### config.mk
export PLATFORM = sky130hd
export DESIGN_NAME = mc_io_resp_flat
export DESIGN_NICKNAME = d
export VERILOG_FILES = /design/src/rtl/mc_io_resp_if.sv /design/src/rtl/mc_io_resp.sv /design/src/flat_wrapper.sv
export SDC_FILE = /design/constraint.sdc
export NUM_CORES = 1
export LEC_CHECK = 0
export BUFFER_PORTS_ARGS = -buffer_cell sky130_fd_sc_hd__buf_2
export CORE_MARGIN = 2
export CORE_UTILIZATION = 55
export DETAILED_ROUTE_END_ITERATION = 8
export PLACE_DENSITY = 0.75
export SYNTH_ARGS = -nofsm -noshare
export SYNTH_HDL_FRONTEND = slang
export SYNTH_SLANG_ARGS = --single-unit
### constraint.sdc
create_clock -name sys_clk -period 2.7 [get_ports sys_clk]
set_clock_uncertainty 0.05 [all_clocks]
set_input_delay 0.54 -clock sys_clk [delete_from_list [all_inputs] [get_ports sys_clk]]
set_output_delay 0.54 -clock sys_clk [all_outputs]
set_load 0.02 [all_outputs]
### src/rtl/mc_io_resp_if.sv
// IO bus between the mc_top IO master and mc_io_resp: strobe/we/addr/data out, ack/read data back.
// The master holds io_stb_i until it sees the one-cycle io_ack_o.
interface mc_io_resp_if;
    logic        io_stb_i;
    logic        io_we_i;
    logic [31:0] io_addr_i;
    logic [31:0] io_data_i;
    logic        io_ack_o;
    logic [31:0] io_data_o;

    modport master (
        output io_stb_i, io_we_i, io_addr_i, io_data_i,
        input  io_ack_o, io_data_o
    );

    modport slave (
        input  io_stb_i, io_we_i, io_addr_i, io_data_i,
        output io_ack_o, io_data_o
    );
endinterface

### src/rtl/mc_io_resp.sv
// GPIO + timer register responder; ack one cycle after WAIT_CYCLES+1 edges from strobe sampling.
// Dropping the strobe during wait states aborts the transfer; misses still ack so the bus never hangs.
module mc_io_resp #(
    parameter logic [31:0] BASE_ADDR   = 32'h8000_0000,
    parameter int unsigned WAIT_CYCLES = 1
) (
    input  logic        sys_clk,
    input  logic        sys_rst,
    mc_io_resp_if.slave bus,
    input  logic [7:0]  gpio_i,
    output logic [7:0]  gpio_o,
    output logic        irq_o
);
    typedef enum logic [1:0] {IDLE, WAIT, ACK} state_t;

    state_t      state_q;
    logic [3:0]  wcnt_q;
    logic        we_q;
    logic [31:2] addr_q;
    logic [31:0] wdat_q;
    logic [31:0] rdat_q;
    logic        ack_q;
    logic [31:0] dout_q;

    logic [7:0]  sync1_q, sync2_q;
    logic [7:0]  gpio_q, gpio_d;
    logic [31:0] tcnt_q, tcnt_d;
    logic        en_q, en_d, ien_q, ien_d, pend_q, pend_d;
    logic        irq_q;

    logic        x_we;
    logic [31:2] x_addr;
    logic [31:0] x_dat;
    logic        enter_ack, hit, wr_en, wrap;
    logic [1:0]  sel;
    logic [31:0] rd_mux;

    logic        unused_addr_bits;
    assign unused_addr_bits = ^bus.io_addr_i[1:0];

    // With zero wait states the access completes on the sampling edge, so use the live bus.
    always_comb begin
        x_we   = (state_q == IDLE) ? bus.io_we_i          : we_q;
        x_addr = (state_q == IDLE) ? bus.io_addr_i[31:2]  : addr_q;
        x_dat  = (state_q == IDLE) ? bus.io_data_i        : wdat_q;
        enter_ack = 1'b0;
        case (state_q)
            IDLE:    enter_ack = bus.io_stb_i && (WAIT_CYCLES == 0);
            WAIT:    enter_ack = bus.io_stb_i && (wcnt_q == 4'd1);
            default: enter_ack = 1'b0;
        endcase
        hit   = (x_addr[31:4] == BASE_ADDR[31:4]);
        sel   = x_addr[3:2];
        wr_en = enter_ack && x_we && hit;
        case (sel)
            2'd0:    rd_mux = {24'b0, gpio_q};
            2'd1:    rd_mux = {24'b0, sync2_q};
            2'd2:    rd_mux = tcnt_q;
            default: rd_mux = {29'b0, pend_q, ien_q, en_q};
        endcase
    end

    always_comb begin
        wrap   = en_q && (tcnt_q == 32'hFFFF_FFFF);
        tcnt_d = en_q ? tcnt_q + 32'd1 : tcnt_q;
        gpio_d = gpio_q;
        en_d   = en_q;
        ien_d  = ien_q;
        pend_d = pend_q;
        if (wr_en) begin
            case (sel)
                2'd0: gpio_d = x_dat[7:0];
                2'd2: tcnt_d = x_dat;
                2'd3: begin
                    en_d  = x_dat[0];
                    ien_d = x_dat[1];
                    if (x_dat[2]) pend_d = 1'b0;
                end
                default: ;
            endcase
        end
        // A wrap beats a same-cycle clear, but a counter write suppresses the wrap.
        if (wrap && !(wr_en && sel == 2'd2)) pend_d = 1'b1;
    end

    always_ff @(posedge sys_clk) begin
        if (sys_rst) begin
            state_q <= IDLE;
            wcnt_q  <= '0;
            we_q    <= 1'b0;
            addr_q  <= '0;
            wdat_q  <= '0;
            rdat_q  <= '0;
            ack_q   <= 1'b0;
            dout_q  <= '0;
        end else begin
            ack_q  <= 1'b0;
            dout_q <= '0;
            if (enter_ack) rdat_q <= (hit && !x_we) ? rd_mux : '0;
            case (state_q)
                IDLE: if (bus.io_stb_i) begin
                    we_q    <= bus.io_we_i;
                    addr_q  <= bus.io_addr_i[31:2];
                    wdat_q  <= bus.io_data_i;
                    wcnt_q  <= 4'(WAIT_CYCLES);
                    state_q <= (WAIT_CYCLES == 0) ? ACK : WAIT;
                end
                WAIT: begin
                    wcnt_q <= wcnt_q - 4'd1;
                    if (!bus.io_stb_i)        state_q <= IDLE;
                    else if (wcnt_q == 4'd1)  state_q <= ACK;
                end
                ACK: begin
                    ack_q   <= 1'b1;
                    dout_q  <= rdat_q;
                    state_q <= IDLE;
                end
                default: state_q <= IDLE;
            endcase
        end
    end

    always_ff @(posedge sys_clk) begin
        if (sys_rst) begin
            sync1_q <= '0;
            sync2_q <= '0;
            gpio_q  <= '0;
            tcnt_q  <= '0;
            en_q    <= 1'b0;
            ien_q   <= 1'b0;
            pend_q  <= 1'b0;
            irq_q   <= 1'b0;
        end else begin
            sync1_q <= gpio_i;
            sync2_q <= sync1_q;
            gpio_q  <= gpio_d;
            tcnt_q  <= tcnt_d;
            en_q    <= en_d;
            ien_q   <= ien_d;
            pend_q  <= pend_d;
            irq_q   <= pend_q & ien_q;
        end
    end

    assign bus.io_ack_o  = ack_q;
    assign bus.io_data_o = dout_q;
    assign gpio_o        = gpio_q;
    assign irq_o         = irq_q;
endmodule
### src/flat_wrapper.sv
// flat-port wrapper written by rule: the top's interface ports become plain ports
module mc_io_resp_flat 
#(
    parameter logic [31:0] BASE_ADDR   = 32'h8000_0000,
    parameter int unsigned WAIT_CYCLES = 1
)
  (sys_clk, sys_rst, gpio_i, gpio_o, irq_o, bus_io_stb_i, bus_io_we_i, bus_io_addr_i, bus_io_data_i, bus_io_ack_o, bus_io_data_o);
  mc_io_resp_if bus_i ();
  input  logic sys_clk;
  input  logic sys_rst;
  input  logic [7:0] gpio_i;
  output logic [7:0] gpio_o;
  output logic irq_o;
  input wire logic [$bits(bus_i.io_stb_i)-1:0] bus_io_stb_i;
  input wire logic [$bits(bus_i.io_we_i)-1:0] bus_io_we_i;
  input wire logic [$bits(bus_i.io_addr_i)-1:0] bus_io_addr_i;
  input wire logic [$bits(bus_i.io_data_i)-1:0] bus_io_data_i;
  output wire logic [$bits(bus_i.io_ack_o)-1:0] bus_io_ack_o;
  output wire logic [$bits(bus_i.io_data_o)-1:0] bus_io_data_o;
  assign bus_i.io_stb_i = bus_io_stb_i;
  assign bus_i.io_we_i = bus_io_we_i;
  assign bus_i.io_addr_i = bus_io_addr_i;
  assign bus_i.io_data_i = bus_io_data_i;
  assign bus_io_ack_o = bus_i.io_ack_o;
  assign bus_io_data_o = bus_i.io_data_o;
  mc_io_resp #(.BASE_ADDR(BASE_ADDR), .WAIT_CYCLES(WAIT_CYCLES)) u_core (.sys_clk(sys_clk), .sys_rst(sys_rst), .bus(bus_i), .gpio_i(gpio_i), .gpio_o(gpio_o), .irq_o(irq_o));
endmodule
==> results.md, run 1 <==
- Htree depth: 4
- CP max stage cell: a2111oi_4
- EDFF count, synth: 0
- Most frequent cells in the layout: dfxtp_1, nand2_1, buf_2, a21oi_1, nor2_1
- Netlist area before placement: 0.007949 mm^2
- DRT iter0 DRCs: 437
- Fin nets: 1,028
- Flops & latches, synth: 194
- Die width: 124.2 um
- Max Fclk: 0.4107 GHz
- # diodes: 0
- Peak VDD IR: 0.4251 mV
- Sequential Power Share: 51.0%
- TritonCTS clock tree: done
- Final wirelength: 17.27 mm
- Vias: 6,265
- Area occupied by multi-input gates: 0.003786 mm^2
- Total placed instance area: 0.008683 mm^2
- Register Area: 0.003884 mm^2
- Die H: 124.2 um
- Dominant synthesized flop cell: dfxtp_1
- Io pins: 118
- Post-Synthesis Net Count: 933
- First-pass GRT wire length: 29.05 mm
- Area Growth Syn to Fin: 16.48%
- Slew margin rel.: 57.45%
- Wirelength per Cell: 15.13 um
- CP max FO: 65
- NetSw: 1.358 mW
- CTS sink count: 194
- Synth warn: 0
- GPL Wtd Cong: 0.8091
- Max Cap Viol: 0
- RSZ-0062 raised after global routing: no
- Setup Viol. Count Final: 0
- Power Density: 628.9 mW/mm^2
- Largest net degree at the start of global routing: 135
- Post-route ant nets: 0
- Post-Route Utilization: 66.19%
- Final Hold Viols: 0
- Clock slew seen by the registers of the worst setup and hold paths: 0.07 ns
- PortBufs: 115
- Setup Fix Bufs, Post-CTS: 0
- Slowest cell delay on critical path: 0.43 ns
- Clock network fraction of design power: 41.7%
- Internal cell power: 4.465 mW
- Fraction of layout cells with a size suffix above 1: 22.25%
- Synth area leader: dfxtp_1
- WS Path Type: reg -> reg
- Pre-Repair DR Iteration Count: 6
- Worst EP arrival: 2.72 ns
- Ratio of routed vias to standard cells: 5.486
- CP bufs+invs: 1
- Final period util: 90.19%
- GRT overflow: 0
- Synth Area per Inst: 9.308 um^2
- Count of final max-slew check failures: 0
- Vias in the first global route: 5,849
- Crit path cell chain: nor4_1, and3_1, nand3_1, a2111oi_4, buf_12, nor2_1, a211oi_1
- Gates resized, CTS repair: 0
- Main area contributors after synthesis: dfxtp_1, nand2_1, a21oi_1
- Status: completed
- Cell Rows: 43
- Core footprint: 0.01399 mm^2
- Delay-heaviest family, CP: simple AND/OR/NAND/NOR gates
- # hold bufs at CTS: 0
- Top-area cell type share of the netlist area: 48.86%
- Commonest non-fill, non-tap cell in the layout: dfxtp_1
- Gr usage total: 22.81%
- CTS max path bufs: 2
- Initial core utilization: 56.82%
- Worst-margin pin slew: 0.6316 ns
- Switching portion of total power: 23.31%
- Leakage dissipation: 3.738 nW
- Final setup TNS: 0 ns
- Clock buffer count from CTS: 17
- # DRC: 0
- Initial antenna violation count: 0
- # fillers: 1,147
- Fin crit period: 2.435 ns
- Library cells used by synthesis: 52
- Clock root buffer: clkbuf_16
- Final non-filler cell area: 0.009259 mm^2
- CP required: 2.99 ns
- Seq/Total Area, Yosys: 48.86%
- Die Area: 0.01543 mm^2
- Clk_lat worst skew: 0.43 ns
- Part of the power in combinational logic: 7.3%
- Critical Path Sink Type: flip-flop
- CP Launch Type: flip-flop
- Async SR Flop Fraction: 0%
- HP Class: in -> reg
- Detail Placement HPWL: 11.53 mm
- Post-synthesis cell count: 854
## flip-flops by register name, indices dropped and copies added (netlist names)
signal                flops
u_core.wcnt_q             4
u_core.ien_q              1
u_core.sync1_q            8
u_core.pend_q             1
u_core.we_q               1
u_core.gpio_o             8
u_core.tcnt_q            32
u_core.rdat_q            32
u_core.en_q               1
u_core.sync2_q            8
u_core.irq_o              1
u_core.bus.io_data_o     32
u_core.addr_q            30
u_core.state_q            2
u_core.wdat_q            32
u_core.bus.io_ack_o       1
## area by class of cell
class	instances	share of cell area [%]
Clock inverter	12	1.446
Clock buffer	20	4.716
Inverter	6	0.2432
Sequential cell	194	41.95
Multi-Input combinational cell	596	40.89
Tap cell	180	2.432
Timing Repair Buffer	134	8.324
## path summary, 6_finish.rpt
check	slack [ns]	from	end	cells past startpoint
max reg2reg	0.26	u_core.addr_q[8]	u_core.tcnt_q[3]	7
max	0.26	u_core.addr_q[8]	u_core.tcnt_q[3]	7
min reg2reg	0.39	u_core.sync1_q[5]	u_core.sync2_q[5]	1
min	0.27	gpio_i[6]	u_core.sync1_q[6]	2
## cell families (layout without fill, tap and decap cells)
| logic type | after synthesis | after routing | synth area share, % |
|---|---|---|---|
| simple gates | 345 | 345 | 21.19 |
| flops | 194 | 194 | 48.86 |
| compound gates | 173 | 173 | 16.28 |
| buf+inv | 64 | 172 | 3.683 |
| mux | 44 | 44 | 6.107 |
| xor+xnor | 31 | 31 | 3.416 |
| fa+ha+maj | 3 | 3 | 0.4723 |
## power groups by stage
stage / Sequential, mW / Combinational, mW / Clock [mW]
floorplan: 3.02 / 0.282 / 0
global placement: 3.03 / 0.416 / 0
detailed placement: 3.03 / 0.421 / 0
CTS: 2.97 / 0.424 / 2.47
global route: 2.98 / 0.472 / 2.61
finish: 2.97 / 0.423 / 2.43
## cell usage after synthesis, types with 3 or more instances
cell type and instances:
a2111oi_4 3, mux4_2 3, mux2_2 3, a211oi_2 26, nand2_1 145, buf_4 5, o21ai_0 8, nor2b_1 19
mux2i_1 37, and3_1 4, xnor2_1 19, xor2_1 12, buf_6 3, and4_1 6, nand3_1 13, ha_1 3
a211oi_1 16, nor3_1 7, dfxtp_1 194, buf_2 9, nor2_1 73, nor3b_1 4, and2_1 33, a22oi_1 30
a32oi_1 5, clkbuf_1 40, inv_1 6, a21oi_1 76, nand4_1 8, nor4_1 17
## layer usage
layer,part of all wire (%),global-route usage (%),vias up
li1,-,-,3166
met5,0,0,-
met2,45,34.52,172
met1,48,32.62,2904
met3,5.0,5.336,23
met4,1.5,6.543,0
## metrics by stage
stage                     setup WS (ns)  total power [mW]  instances  hold slack, ns
after floorplan                  0.4987             3.304        854          0.3638
after global placement          0.09526             3.448       1110          0.3674
after detailed placement        0.05312             3.455       1110          0.3742
after CTS                        0.2779             5.862       1142          0.2544
after global routing             0.1029             6.060       1142          0.2632
final                            0.2650             5.823       1142          0.2712
No activity file was read; power rests on OpenSTA's default activity.
==> run 2, diff against run 1 <==
--- a/config.mk
+++ b/config.mk
@@ -5,11 +5,12 @@
 export SDC_FILE = /design/constraint.sdc
 export NUM_CORES = 1
 export LEC_CHECK = 0
+export ABC_AREA = 1
 export BUFFER_PORTS_ARGS = -buffer_cell sky130_fd_sc_hd__buf_2
 export CORE_MARGIN = 2
 export CORE_UTILIZATION = 55
 export DETAILED_ROUTE_END_ITERATION = 8
-export PLACE_DENSITY = 0.75
+export PLACE_DENSITY = 0.74
 export SYNTH_ARGS = -nofsm -noshare
 export SYNTH_HDL_FRONTEND = slang
 export SYNTH_SLANG_ARGS = --single-unit
==> run 2 against run 1 <==
- die area is 13% higher
- cell count rose by 48%
- setup slack gained 0.12 ns
- wire length rose by 24%
- global-route usage rose by 2.4 points
- non-clock buffer count increased by 1
- maximum frequency up 5.3%
- critical endpoint is now u_core.tcnt_q[28]
==> results.md, run 2 <==
- Switching portion of total power: 24.87% (+1.6 points)
- Final Hold Viols: 0 (unchanged)
- Ratio of routed vias to standard cells: 5.024 (-8.4%)
- GRT overflow: 0 (unchanged)
- Max Fclk: 0.4326 GHz (+5.3%)
- PortBufs: 115 (unchanged)
- Part of the power in combinational logic: 8.8% (+1.5 points)
- Vias: 8,471 (+35%)
- Synth area leader: dfxtp_1
- Peak VDD IR: 0.4383 mV (+3.1%)
- CP max FO: 30 (-54%)
- Largest net degree at the start of global routing: 71 (-47%)
- Initial core utilization: 56.48% (-0.34 points)
- Core footprint: 0.01600 mm^2 (+14%)
- Io pins: 118 (unchanged)
- Final wirelength: 21.43 mm (+24%)
- First-pass GRT wire length: 36.58 mm (+26%)
- Top Metal Used: met5
- Clock buffer count from CTS: 17 (unchanged)
- TritonCTS clock tree: done
- Fin nets: 1,538 (+50%)
- Power Density: 581.1 mW/mm^2 (-7.6%)
- NetSw: 1.496 mW (+10%)
- Post-route ant nets: 0 (unchanged)
- CP Launch Type: flip-flop
- Top-area cell type share of the netlist area: 42.97% (-5.9 points)
- Vias in the first global route: 7,678 (+31%)
- Cell Rows: 46 (+7.0%)
- Critical Path Sink Type: flip-flop
- Dominant synthesized flop cell: dfxtp_1
- Top-count cell post-synth: nor2_1
- Most frequent cells in the layout: nor2_1, nand2_1, dfxtp_1, inv_1, buf_2
- Fraction of layout cells with a size suffix above 1: 12.38% (-9.9 points)
- Initial antenna violation count: 1 (+1)
- Max Cap Viol: 0 (unchanged)
- Internal cell power: 4.518 mW (+1.2%)
- Synth Area per Inst: 6.601 um^2 (-29%)
- CP required: 2.98 ns (about the same)
- Gr usage total: 25.21% (+2.4 points)
- # diodes: 0 (unchanged)
- Setup Viol. Count Final: 0 (unchanged)
- Die width: 132.2 um (+6.4%)
- WS Path Type: reg -> reg
- Fin crit period: 2.312 ns (-0.1232 ns)
- Worst-margin pin slew: 0.6318 ns (+0.0001698 ns)
- Clock root buffer: clkbuf_16
- Library cells used by synthesis: 34 (-35%)
- Main area contributors after synthesis: dfxtp_1, nor2_1, nand2_1
- Leakage dissipation: 4.578 nW (+22%)
- Wirelength per Cell: 12.71 um (-16%)
- Die Area: 0.01747 mm^2 (+13%)
- Routed wl met3: 1.421 mm (+65%)
- Htree depth: 4 (unchanged)
- RSZ-0062 raised after global routing: no
- EDFF count, synth: 0 (unchanged)
- Final period util: 85.62% (-4.6 points)
- Flops & latches, synth: 194 (unchanged)
- Commonest non-fill, non-tap cell in the layout: nor2_1
- Seq/Total Area, Yosys: 42.97% (-5.9 points)
- Clock network fraction of design power: 41.4% (-0.3 points)
- Status: completed
- Post-Synthesis Net Count: 1,448 (+55%)
- Met2 Wirelength: 9.062 mm (+16%)
- Post-synthesis cell count: 1,369 (+60%)
- Final non-filler cell area: 0.01035 mm^2 (+12%)
- Setup Fix Bufs, Post-CTS: 0 (unchanged)
- DRT iter0 DRCs: 609 (+39%)
- Synth warn: 0 (unchanged)
- Top cells by count, synth: nor2_1, nand2_1, dfxtp_1
- Pre-Repair DR Iteration Count: 5 (-1)
- CTS sink count: 194 (unchanged)
- Worst EP arrival: 2.59 ns (-0.13 ns)
- Async SR Flop Fraction: 0% (unchanged)
- Met1 WL: 10.51 mm (+26%)
- CTS max path bufs: 2 (unchanged)
- HP Class: in -> reg
- Slew margin rel.: 57.60% (+0.15 points)
- Total placed instance area: 0.009771 mm^2 (+13%)
- Clock slew seen by the registers of the worst setup and hold paths: 0.07 ns (about the same)
- Area Growth Syn to Fin: 14.50%
- Count of final max-slew check failures: 0 (unchanged)
- Final setup TNS: 0 ns (unchanged)
- Netlist area before placement: 0.009037 mm^2 (+14%)
- Sequential Power Share: 49.8% (-1.2 points)
- GPL Wtd Cong: 0.9099 (+12%)
- Detail Placement HPWL: 14.93 mm (+29%)
- R2r setup slk: 0.39 ns (+0.12 ns)
- Clk_lat worst skew: 0.43 ns (about the same)
- # DRC: 0 (unchanged)
- # fillers: 1,558 (+36%)
- Die H: 132.2 um (+6.4%)
run 2: changes by cell type in the layout (fill, tap and decap cells not counted), sizes merged, moves of 40 or more:
cell | before | now
nand4 | 10 | 50
nand2 | 145 | 293
o21ai | 8 | 75
inv | 8 | 188
nand3 | 15 | 66
nor2 | 74 | 302
run 2: final timing paths:
| path | startpoint | endpoint | cells past startpoint |
|---|---|---|---|
| hold / removal | gpio_i[6] | u_core.sync1_q[6] | 3 |
| setup reg to reg | u_core.state_q[1] | u_core.tcnt_q[28] | 7 |
| hold reg to reg | u_core.sync1_q[1] | u_core.sync2_q[1] | 2 |
| setup / recovery | u_core.state_q[1] | u_core.tcnt_q[28] | 7 |
run 2: worst max-delay path, cell delays in order, from the launching register on:
cell and delay, ns:
dfxtp_1 0.36, nor2_4 0.39, o21ai_1 0.30, nor2_4 0.44, nand4_1 0.14, buf_4 0.26
nor2_1 0.17, nor2_1 0.07
run 2: metal layers:
metal,vias to the layer above,track usage [%]
met2,249,37.18
met3,34,4.652
met5,-,0
met1,3721,36.97
met4,2,8.781
li1,4465,-
run 2: cell type report:
class                           count  area, um^2  area share, %
Clock inverter                     11       128.9          1.245
Sequential cell                   194        3884          37.53
Tap cell                          216       270.3          2.612
Timing Repair Buffer              135       738.2          7.134
Inverter                          184       690.7          6.675
Clock buffer                       19       442.9          4.281
Multi-Input combinational cell    927        4193          40.52
run 2: timing repair:
| action | 4_1_cts | 5_1_grt |
|---|---|---|
| gates resized for setup | 0 | 1 |
| endpoints found under the setup margin | 0 | 6 |
| hold buffers | 0 | 0 |
run 2: power groups by stage:
| stage | clock, mW | combinational, mW | sequential [mW] |
|---|---|---|---|
| after CTS | 2.53 | 0.528 | 2.99 |
| final | 2.49 | 0.531 | 3.00 |
| after global routing | 2.65 | 0.609 | 3.00 |
| after floorplan | 0 | 0.365 | 3.05 |
| after global placement | 0 | 0.516 | 3.06 |
| after detailed placement | 0 | 0.524 | 3.06 |
run 2: stage by stage:
step	utilization (%)	worst slack [ns]	cells	hold WS (ns)	total power, mW
final	64.67	0.3882	1686	0.2538	6.013
after CTS	64.64	0.2615	1686	0.2455	6.048
after detailed placement	61.07	0.3273	1656	0.3448	3.583
after global placement	61.07	0.3679	1656	0.3443	3.572
after global routing	64.67	0.1822	1686	0.2718	6.262
after floorplan	-	0.8936	1369	0.3383	3.415
run 2: logic make-up (layout without fill, tap and decap cells):
group	Yosys count	in the layout	share of synthesized area (%)
XOR/XNOR	11	11	1.066
buffers and inverters	248	349	10.72
flip-flops	194	194	42.97
AO/OA/AOI/OAI	181	181	10.95
adder cells (fa/ha/maj)	3	3	0.4154
AND/OR/NAND/NOR	732	732	33.88
==> run 3, diff against run 2 <==
==> constraint.sdc (replaced) <==
create_clock -name sys_clk -period 2.7 [get_ports sys_clk]
set_clock_uncertainty 0.05 [all_clocks]
set_input_delay 0.405 -clock sys_clk [delete_from_list [all_inputs] [get_ports sys_clk]]
set_output_delay 0.405 -clock sys_clk [all_outputs]
set_load 0.02 [all_outputs]
==> run 3 against run 2 <==
- combinational power increased by 0.8%
- critical endpoint is now u_core.gpio_o[3]
- highest routed layer is now met4
- first-iteration DRC count increased by 1.5%
- clock power increased by 4%
- register-to-register slack got worse by 0.06 ns
- critical path type unchanged
- global-route usage decreased by 0.46 points
- clock-buffer cell count increased by 4
==> results.md, run 3 (synthesis gave the netlist of run 2 again) <==
- Most frequent cells in the layout: nor2_1, nand2_1, dfxtp_1, inv_1, buf_2
- GPL Wtd Cong: 0.9398 (+3.3%)
- Clock root buffer: clkbuf_16
- Leakage dissipation: 4.582 nW (about the same)
- Slew margin rel.: 42.13% (-15 points)
- Final setup TNS: 0 ns (unchanged)
- Total placed instance area: 0.009771 mm^2 (unchanged)
- Gr usage total: 24.74% (-0.46 points)
- Io pins: 118 (unchanged)
- Die H: 132.2 um (unchanged)
- Initial core utilization: 56.48% (unchanged)
- Clock buffer count from CTS: 17 (unchanged)
- Final non-filler cell area: 0.01038 mm^2 (+0.27%)
- Clock slew seen by the registers of the worst setup and hold paths: 0.06 ns (about the same)
- Placed cell count: 1,656 (unchanged)
- Power Total: 6.124 mW (+1.9%)
- RSZ-0062 raised after global routing: no
- Max Cap Viol: 0 (unchanged)
- # diodes: 0 (unchanged)
- HP Class: in -> reg
- Ratio of routed vias to standard cells: 5.028 (about the same)
- Vias: 8,483 (+0.14%)
- # hold bufs at CTS: 0 (unchanged)
- Worst EP arrival: 2.68 ns (+0.09 ns)
- Setup Fix Bufs, Post-CTS: 0 (unchanged)
- CP Launch Type: flip-flop
- Peak VDD IR: 0.4491 mV (+2.5%)
- Final period util: 87.75% (+2.1 points)
- Critical Path Sink Type: flip-flop
- WS Path Type: reg -> reg
- Initial antenna violation count: 0 (-1)
- CP max FO: 19 (-37%)
- Commonest non-fill, non-tap cell in the layout: nor2_1
- Detail Placement HPWL: 15.00 mm (+0.48%)
- Gates resized, CTS repair: 0 (unchanged)
- Area Growth Syn to Fin: 14.80%
- TritonCTS clock tree: done
- Cell Rows: 46 (unchanged)
- Max Fclk: 0.4221 GHz (-2.4%)
- Fraction of layout cells with a size suffix above 1: 12.30% (-0.076 points)
- PortBufs: 115 (unchanged)
- # DRC: 0 (unchanged)
- CTS max path bufs: 2 (unchanged)
- Clk_lat worst skew: 0.43 ns (about the same)
- Status: completed
- Fin nets: 1,538 (unchanged)
- First-pass GRT wire length: 35.88 mm (-1.9%)
- Final Hold Viols: 0 (unchanged)
- Vias in the first global route: 7,486 (-2.5%)
- Power Density: 590.3 mW/mm^2 (+1.6%)
- Count of final max-slew check failures: 0 (unchanged)
- Die width: 132.2 um (unchanged)
- CP required: 3.01 ns (+0.03 ns)
- Htree depth: 4 (unchanged)
- Core footprint: 0.01600 mm^2 (unchanged)
- Die Area: 0.01747 mm^2 (unchanged)
- Final wirelength: 21.30 mm (-0.57%)
- CTS sink count: 194 (unchanged)
- DRT iter0 DRCs: 618 (+1.5%)
- Post-route ant nets: 0 (unchanged)
- Wirelength per Cell: 12.63 um (-0.63%)
- Fin crit period: 2.369 ns (+0.05729 ns)
- Worst-margin pin slew: 0.8671 ns (+0.2353 ns)
- GRT overflow: 0 (unchanged)
- Non-Filler Instances: 1,687 (+0.059%)
- Largest net degree at the start of global routing: 55 (-23%)
- Pre-Repair DR Iteration Count: 5 (unchanged)
- Setup Viol. Count Final: 0 (unchanged)
==> run 3: final cells by class <==
class | instances | area [um^2]
Timing Repair Buffer | 135 | 738.2
Clock buffer | 23 | 478.0
Clock inverter | 8 | 126.4
Tap cell | 216 | 270.3
Fill cell | 1515 | 5625
Sequential cell | 194 | 3884
Multi-Input combinational cell | 927 | 4188
Inverter | 184 | 690.7
==> run 3: worst paths after layout <==
check | depth (start not counted) | slack [ns] | startpoint | endpoint
worst max-delay path | 9 | 0.33 | u_core.state_q[0] | u_core.gpio_o[3]
worst min register to register | 2 | 0.36 | u_core.sync1_q[1] | u_core.sync2_q[1]
worst min-delay path | 3 | 0.12 | gpio_i[3] | u_core.sync1_q[3]
worst max register to register | 9 | 0.33 | u_core.state_q[0] | u_core.gpio_o[3]
==> run 3: metal layers <==
metal,track usage [%],vias to the layer above,share of wire [%]
met3,4.037,18,7.2
li1,-,4481,-
met5,0,-,0
met1,37.01,3727,49
met2,37.01,257,42
met4,6.511,0,1.2
==> run 3: per-stage QoR <==
stage          util [%]  hold WS, ns  setup WS (ns)
2_1_floorplan         -       0.3383         0.8936
3_3_place_gp      61.07       0.3440         0.4786
3_5_place_dp      61.07       0.3481         0.3952
4_1_cts           64.84       0.1176         0.3401
5_1_grt           64.84       0.1219        0.05223
6_report          64.84       0.1237         0.3309
==> run 3: critical path, stage by stage, from the launching register on <==
cell,delay (ns)
dfxtp_1,0.37
inv_1,0.11
nand2_2,0.23
nand2_1,0.13
nand2_1,0.16
nor2_2,0.55
nand3_1,0.39
nand2_1,0.15
inv_1,0.06
nor2_1,0.10
==> run 3: power by group <==
| group | switching (mW) | internal (mW) | total, mW | leakage, nW |
|---|---|---|---|---|
| Combinational | 0.360 | 0.175 | 0.535 | 2.71 |
| Clock | 1.06 | 1.53 | 2.59 | 0.286 |
| Sequential | 0.0414 | 2.95 | 3.00 | 1.58 |
| Total | 1.47 | 4.66 | 6.12 | 4.58 |
